`src/rtl/axis_governor_ctrl.sv`:
```
// Debug sequencer for an axis_governor: drives pause/drop/log_en from a command
// stream, counts accepted flits/packets and auto-halts after N steps or a breakpoint.
module axis_governor_ctrl #(
  parameter int DEST_WIDTH = 16,
  parameter int CNT_WIDTH  = 32
) (
  input  logic                  clk,
  input  logic                  aresetn,
  input  logic                  cmd_valid,
  output logic                  cmd_ready,
  input  logic [2:0]            cmd_op,
  input  logic [CNT_WIDTH-1:0]  cmd_arg,
  input  logic                  mon_TVALID,
  input  logic                  mon_TREADY,
  input  logic                  mon_TLAST,
  input  logic [DEST_WIDTH-1:0] mon_TDEST,
  output logic                  pause,
  output logic                  drop,
  output logic                  log_en,
  output logic [1:0]            state,
  output logic [CNT_WIDTH-1:0]  flit_cnt,
  output logic [CNT_WIDTH-1:0]  pkt_cnt,
  output logic                  halted
);

  typedef enum logic [1:0] {
    ST_HALT = 2'd0,
    ST_RUN  = 2'd1,
    ST_STEP = 2'd2,
    ST_BRK  = 2'd3
  } state_t;

  localparam logic [2:0] OP_HALT     = 3'd1;
  localparam logic [2:0] OP_RUN      = 3'd2;
  localparam logic [2:0] OP_STEP     = 3'd3;
  localparam logic [2:0] OP_BRK      = 3'd4;
  localparam logic [2:0] OP_SET_MODE = 3'd5;
  localparam logic [2:0] OP_CLR_CNT  = 3'd6;
  localparam logic [CNT_WIDTH-1:0] CNT_ONE = CNT_WIDTH'(1);

  state_t                state_q, state_d;
  logic                  cmd_ready_q, cmd_ready_d;
  logic                  pause_q, pause_d;
  logic                  drop_q, drop_d;
  logic                  log_en_q, log_en_d;
  logic                  halted_q, halted_d;
  logic [CNT_WIDTH-1:0]  flit_cnt_q, flit_cnt_d;
  logic [CNT_WIDTH-1:0]  pkt_cnt_q, pkt_cnt_d;
  logic [CNT_WIDTH-1:0]  remaining_q, remaining_d;
  logic [DEST_WIDTH-1:0] bp_dest_q, bp_dest_d;
  logic                  bp_eop_q, bp_eop_d;

  logic fire_s, cmd_acc_s, cmd_ctrl_s, bp_match_s;

  assign fire_s     = mon_TVALID & mon_TREADY;
  assign cmd_acc_s  = cmd_valid & cmd_ready_q;
  assign cmd_ctrl_s = (cmd_op == OP_HALT) | (cmd_op == OP_RUN) |
                      (cmd_op == OP_STEP) | (cmd_op == OP_BRK);
  assign bp_match_s = bp_eop_q ? mon_TLAST : (mon_TDEST == bp_dest_q);

  // Next-state logic: state-changing commands take priority over step/breakpoint events
  always_comb begin
    state_d     = state_q;
    cmd_ready_d = 1'b1;
    drop_d      = drop_q;
    log_en_d    = log_en_q;
    halted_d    = 1'b0;
    flit_cnt_d  = flit_cnt_q;
    pkt_cnt_d   = pkt_cnt_q;
    remaining_d = remaining_q;
    bp_dest_d   = bp_dest_q;
    bp_eop_d    = bp_eop_q;

    if (cmd_acc_s && (cmd_op == OP_CLR_CNT)) begin
      flit_cnt_d = '0;
      pkt_cnt_d  = '0;
    end else if (fire_s) begin
      flit_cnt_d = flit_cnt_q + CNT_ONE;
      pkt_cnt_d  = pkt_cnt_q + CNT_WIDTH'(mon_TLAST);
    end else begin
      flit_cnt_d = flit_cnt_q;
      pkt_cnt_d  = pkt_cnt_q;
    end

    if (cmd_acc_s && (cmd_op == OP_SET_MODE)) begin
      drop_d   = cmd_arg[0];
      log_en_d = cmd_arg[1];
    end else begin
      drop_d   = drop_q;
      log_en_d = log_en_q;
    end

    if (cmd_acc_s && cmd_ctrl_s) begin
      case (cmd_op)
        OP_HALT: state_d = ST_HALT;
        OP_RUN:  state_d = ST_RUN;
        OP_STEP: begin
          if (cmd_arg == '0) begin
            state_d = ST_HALT;
          end else begin
            remaining_d = cmd_arg;
            state_d     = ST_STEP;
          end
        end
        OP_BRK: begin
          bp_dest_d = cmd_arg[DEST_WIDTH-1:0];
          bp_eop_d  = cmd_arg[CNT_WIDTH-1];
          state_d   = ST_BRK;
        end
        default: state_d = state_q;
      endcase
    end else if (fire_s && (state_q == ST_STEP)) begin
      if (remaining_q == CNT_ONE) begin
        state_d  = ST_HALT;
        halted_d = 1'b1;
      end else begin
        remaining_d = remaining_q - CNT_ONE;
      end
    end else if (fire_s && (state_q == ST_BRK) && bp_match_s) begin
      state_d  = ST_HALT;
      halted_d = 1'b1;
    end else begin
      state_d = state_q;
    end

    // pause tracks the next state so it rises in the same cycle HALT is entered
    pause_d = (state_d == ST_HALT);
  end

  // State and output registers
  always_ff @(posedge clk or negedge aresetn) begin
    if (!aresetn) begin
      state_q     <= ST_HALT;
      cmd_ready_q <= 1'b0;
      pause_q     <= 1'b1;
      drop_q      <= 1'b0;
      log_en_q    <= 1'b0;
      halted_q    <= 1'b0;
      flit_cnt_q  <= '0;
      pkt_cnt_q   <= '0;
      remaining_q <= '0;
      bp_dest_q   <= '0;
      bp_eop_q    <= 1'b0;
    end else begin
      state_q     <= state_d;
      cmd_ready_q <= cmd_ready_d;
      pause_q     <= pause_d;
      drop_q      <= drop_d;
      log_en_q    <= log_en_d;
      halted_q    <= halted_d;
      flit_cnt_q  <= flit_cnt_d;
      pkt_cnt_q   <= pkt_cnt_d;
      remaining_q <= remaining_d;
      bp_dest_q   <= bp_dest_d;
      bp_eop_q    <= bp_eop_d;
    end
  end

  assign cmd_ready = cmd_ready_q;
  assign pause     = pause_q;
  assign drop      = drop_q;
  assign log_en    = log_en_q;
  assign state     = state_q;
  assign flit_cnt  = flit_cnt_q;
  assign pkt_cnt   = pkt_cnt_q;
  assign halted    = halted_q;

endmodule
```
`config.mk`:
```
export PLATFORM = sky130hd
export DESIGN_NAME = axis_governor_ctrl
export DESIGN_NICKNAME = d
export VERILOG_FILES = /design/src/rtl/axis_governor_ctrl.sv
export SDC_FILE = /design/constraint.sdc
export NUM_CORES = 1
export LEC_CHECK = 0
export CAP_MARGIN = 20
export CORE_MARGIN = 1.5
export CORE_UTILIZATION = 45
export CTS_BUF_LIST = sky130_fd_sc_hd__clkbuf_8
export CTS_CLUSTER_DIAMETER = 200
export DETAILED_ROUTE_END_ITERATION = 8
export DONT_BUFFER_PORTS = 1
export SETUP_SLACK_MARGIN = 0.3
export SLEW_MARGIN = 40
export SYNTH_ARGS = -nofsm -noshare
export SYNTH_HDL_FRONTEND = slang
export SYNTH_SLANG_ARGS = --single-unit
```
`constraint.sdc`:
```
create_clock -name clk -period 5 [get_ports clk]
set_input_delay 0.75 -clock clk [delete_from_list [all_inputs] [get_ports clk]]
set_output_delay 0.75 -clock clk [all_outputs]
set_load 0.005 [all_outputs]
```
==> results <==
- Synthesis produced a netlist whose cell count is 695.
- In this run the tightest slew margin relative to its limit is 0.514.
- The worst setup path is of the flop to flop kind.
- The clock net in this run drives a total of 120 sinks.
- The share of synthesized area in the top cell type comes to 0.459.
- The buffer depth of the longest clock path is 2.
- The leakage power figure is 2.94 nW.
- The horizontal extent of the die is 123 µm.
- For this run, the detailed router's first-pass iteration total came to 5.
- The cell with the largest stage delay on the worst path is sky130_fd_sc_hd__o21ba_2.
- In the final design database the tool counted 754 nets.
- The height of the die is 123 µm.
- STA classifies the critical path startpoint as a flop.
- In the post-synthesis netlist, the cell with the most instances is sky130_fd_sc_hd__dfrtp_1.
- The post-CTS resize count is 0.
- The Yosys step of the flow raised 0 warnings.
- The initial antenna violation count is 0.
- Once placement completed, the tool counted placed cells totaling 852.
- For this run, the slowest stage of the critical path takes 0.61 ns.
- The maximum number of pins on one net before global-route repair is 120.
- The total routing resource utilization after global routing is 0.222.
- Walking the worst path, the cells encountered are or4_4, nor4b_4, a41o_1, o21ba_2, a21oi_1, o22a_2.
- Grouping stages by cell kind, the critical path spends the most delay in compound AO/OA/AOI/OAI gates.
- Summed over all instances, the cell type with the most area after synthesis is sky130_fd_sc_hd__dfrtp_1.
- Of the synthesized area, sequential elements account for 0.463.
- The final global-route overflow total is 0.
- For the worst setup path, the data arrival time is 3.12 ns.
- By count the netlist is led by 119 x sky130_fd_sc_hd__dfrtp_1, 95 x sky130_fd_sc_hd__nor2_1, 63 x sky130_fd_sc_hd__nand2_1, 51 x sky130_fd_sc_hd__xor2_1, 44 x sky130_fd_sc_hd__o21ai_0.
- The total count of max-transition violations in the final report was 0.
- The half-perimeter wire length after placement is 11.5 mm.
- In this run the mean area of a mapped cell was 9.33 µm².
- After clock tree synthesis, the flow added hold-fix buffers numbering 1.
- The TritonCTS clock tree is done.
- Sorting the synthesized cells by area gives the leading types as sky130_fd_sc_hd__dfrtp_1 46%, sky130_fd_sc_hd__xor2_1 6.9%, sky130_fd_sc_hd__nor2_1 5.5%, sky130_fd_sc_hd__nand2_1 3.6%, sky130_fd_sc_hd__o21ai_0 3.4%.
- At the pin with the least slew margin, the transition time is 0.728 ns.
- The initial detailed-routing violation count is 285.
- The total chip power is 2.73 mW.
- The cell area that synthesis handed to floorplanning was 6480 µm².
- After clock tree synthesis, the clock-pin slew on the worst setup and hold paths is 0.08 ns.
- Synthesis produced a netlist with a net count of 757.
- After detailed routing, the total wire length is 16.5 mm.
- The average via count per standard cell is 5.96.
- The number of maximum-capacitance constraint violations is 0.
- Routability-driven placement finished with a final weighted congestion of 0.822.
- Of the total power, the clock network draws 0.329.
- The synthesis-stage register bit count is 120.
- The number of hold violations in the final report is 0.
- Counting I/O delays and the setup requirement, the final critical path takes 2.80 ns.
- The starting density of the core is 0.463.
- The fraction of power consumed by sequential logic is 0.488.
- The total internal power is 1.83 mW.
- The maximum vdd drop is 0.000162 V.
- The maximum net fanout on the critical path is 34.
- The flow ran to the end, and the final reports show no timing, DRC or antenna violations.
- The repair_antennas step left the layout with diodes totalling 0.
- Yosys mapped a number of flops with a built-in enable equal to 0.
- In this run the count of I/O pins placed on the die edge is 128.
- The first-pass GRT wire length is 26.1 mm.
- The detail route stage leaves a number of antenna-violating nets equal to 0.
- The number of global-route vias before repair was 5046.
- Compared with the post-synthesis result, the final layout area differs by 8.90%.
- The netlist uses 62 different library cells.
- In this run the worst hold path is classified as input pin to asynchronous set/reset pin.
- After the flow finishes, the layout carries non-filler instances totaling 885.
- The switching power is 0.905 mW.
- STA classifies the critical path endpoint as a flop.
- In the routed design, unresolved DRC markers number 0.
- The worst setup timing slack at the placement stage is 1.86 ns.
- Port buffering added 0 buffers.
- The worst-skew pair later-pin latency is 0.43 ns.
- The total negative slack is 0 ns.
- The ratio of final minimum period to clock period is 0.559.
- For this design the ratio of total power to cell area is 387 nW/µm².
- The share of flip-flops with an asynchronous set or reset is 1.00.
- The maximum frequency from static timing analysis is 358 MHz.
- Buffers added to address setup during post-CTS repair amount to 0.
- Setup slack closes at 2.20 ns.
- Summing over every cut layer, the via total after detailed routing is 5272.
- Dividing the detail-routed wire length by the instance count gives 18.7 µm.
- The floorplan die area is 15100 µm².
- The placement row count is 43.
- The root buffer cell chosen for the clock tree is sky130_fd_sc_hd__clkbuf_8.
- The buffer and inverter count on the worst path is 0.
- The share of layout cells above drive strength 1 is 0.111.
- The maximum level of the CTS H-tree is 4.
- The most frequently used flop master after synthesis is sky130_fd_sc_hd__dfrtp_1.
- The worst clock skew is 0.0110 ns.
- The placeable core region is 14000 µm².
- Of the total power, the share spent switching nets is 0.331.
- The share of total power dissipated in combinational logic is 0.183.
- The data required time of the critical path is 5.32 ns.
- Setup violations remaining at the end of the flow were counted as 0.
- The total clock buffers created by CTS is 17.
- Setup repair after global routing left no endpoint under its margin.
[power by group through the flow]
| stage | logic (mW) | registers (mW) | clock network, mW |
|---|---|---|---|
| after floorplan | 0.396 | 1.29 | 0 |
| after global placement | 0.456 | 1.33 | 0 |
| after detailed placement | 0.476 | 1.34 | 0 |
| after CTS | 0.499 | 1.33 | 0.922 |
| after global routing | 0.567 | 1.36 | 0.966 |
| final | 0.500 | 1.33 | 0.899 |
[state kept, by name (all words and copies together) (netlist names)]
name / cells
bp_dest_q: 16
bp_eop_q: 1
cmd_ready: 1
drop: 1
flit_cnt: 32
halted: 1
log_en: 1
pause: 1
pkt_cnt: 32
remaining_q: 32
state: 2
[final timing paths]
check / start / endpoint / slack (ns) / depth (start not counted)
max: remaining_q[22] / remaining_q[23] / 2.20 / 6
min: aresetn / pause / 0.15 / 0
max reg2reg: remaining_q[22] / remaining_q[23] / 2.20 / 6
min reg2reg: remaining_q[8] / remaining_q[8] / 0.53 / 1
max in group asynchronous: aresetn / remaining_q[31] / 4.25 / 1
min in group clk: cmd_arg[6] / bp_dest_q[6] / 0.46 / 1
[routing by layer]
metal | global-route usage | up-vias | wire [µm]
met5 | 0 | - | 0
met4 | 0.0920 | 0 | 378
met3 | 0.0738 | 21 | 1320
met2 | 0.355 | 178 | 7920
met1 | 0.276 | 2584 | 6900
li1 | - | 2489 | -
[stage by stage]
stage,utilization,area (µm²),hold slack [ns]
floorplan,-,6480,0.454
global placement,0.472,6610,0.458
detailed placement,0.473,6620,0.457
CTS,0.504,7050,0.125
global route,0.505,7060,0.118
finish,0.505,7060,0.153
[worst reg2reg max path, delay by kind of cell, from the launching register on]
kind	cells	cell delay [ns]
compound gates	4	1.29
simple gates	2	0.98
flops	1	0.43
[layout make-up]
cell class,instances,area (µm²)
fillers,1302,6930
multi-input cells,538,3330
flip-flops and latches,120,3000
clock buffers,19,262
well taps,180,225
clock inverters,13,144
repair buffers,5,57.6
inverters,10,37.5
[logic make-up after synthesis]
logic type	count (synthesis)	share of synthesized area
XOR/XNOR	73	0.0986
adder cells (fa/ha/maj)	5	0.00965
flip-flops	120	0.463
other	1	0.000578
AO/OA/AOI/OAI	124	0.114
AND/OR/NAND/NOR	312	0.247
multiplexers	23	0.0392
buffers and inverters	37	0.0276
[placed cells by master (no fill, tap or decap), types with 3 or more instances in the layout]
cell type / instances
sky130_fd_sc_hd__xnor2_1: 22
sky130_fd_sc_hd__a22oi_1: 3
sky130_fd_sc_hd__clkinvlp_4: 4
sky130_fd_sc_hd__nand2_1: 63
sky130_fd_sc_hd__a31oi_1: 6
sky130_fd_sc_hd__nand4_1: 32
sky130_fd_sc_hd__nand3_1: 31
sky130_fd_sc_hd__nor4_1: 21
sky130_fd_sc_hd__nor2_1: 94
sky130_fd_sc_hd__inv_1: 10
sky130_fd_sc_hd__mux2_2: 19
sky130_fd_sc_hd__a41oi_1: 3
sky130_fd_sc_hd__dfrtp_1: 119
sky130_fd_sc_hd__o21ai_0: 44
sky130_fd_sc_hd__nor4_2: 4
sky130_fd_sc_hd__inv_6: 3
sky130_fd_sc_hd__nor3_1: 15
sky130_fd_sc_hd__o22a_1: 3
sky130_fd_sc_hd__a21oi_1: 41
sky130_fd_sc_hd__and3b_1: 3
sky130_fd_sc_hd__clkbuf_8: 19
sky130_fd_sc_hd__or2_2: 3
sky130_fd_sc_hd__buf_4: 4
sky130_fd_sc_hd__and4_1: 3
sky130_fd_sc_hd__or3_1: 13
sky130_fd_sc_hd__mux2i_1: 4
sky130_fd_sc_hd__ha_1: 5
sky130_fd_sc_hd__xor2_1: 51
sky130_fd_sc_hd__and3_1: 7
sky130_fd_sc_hd__and2_1: 4
(Power assumes the default switching activity.)
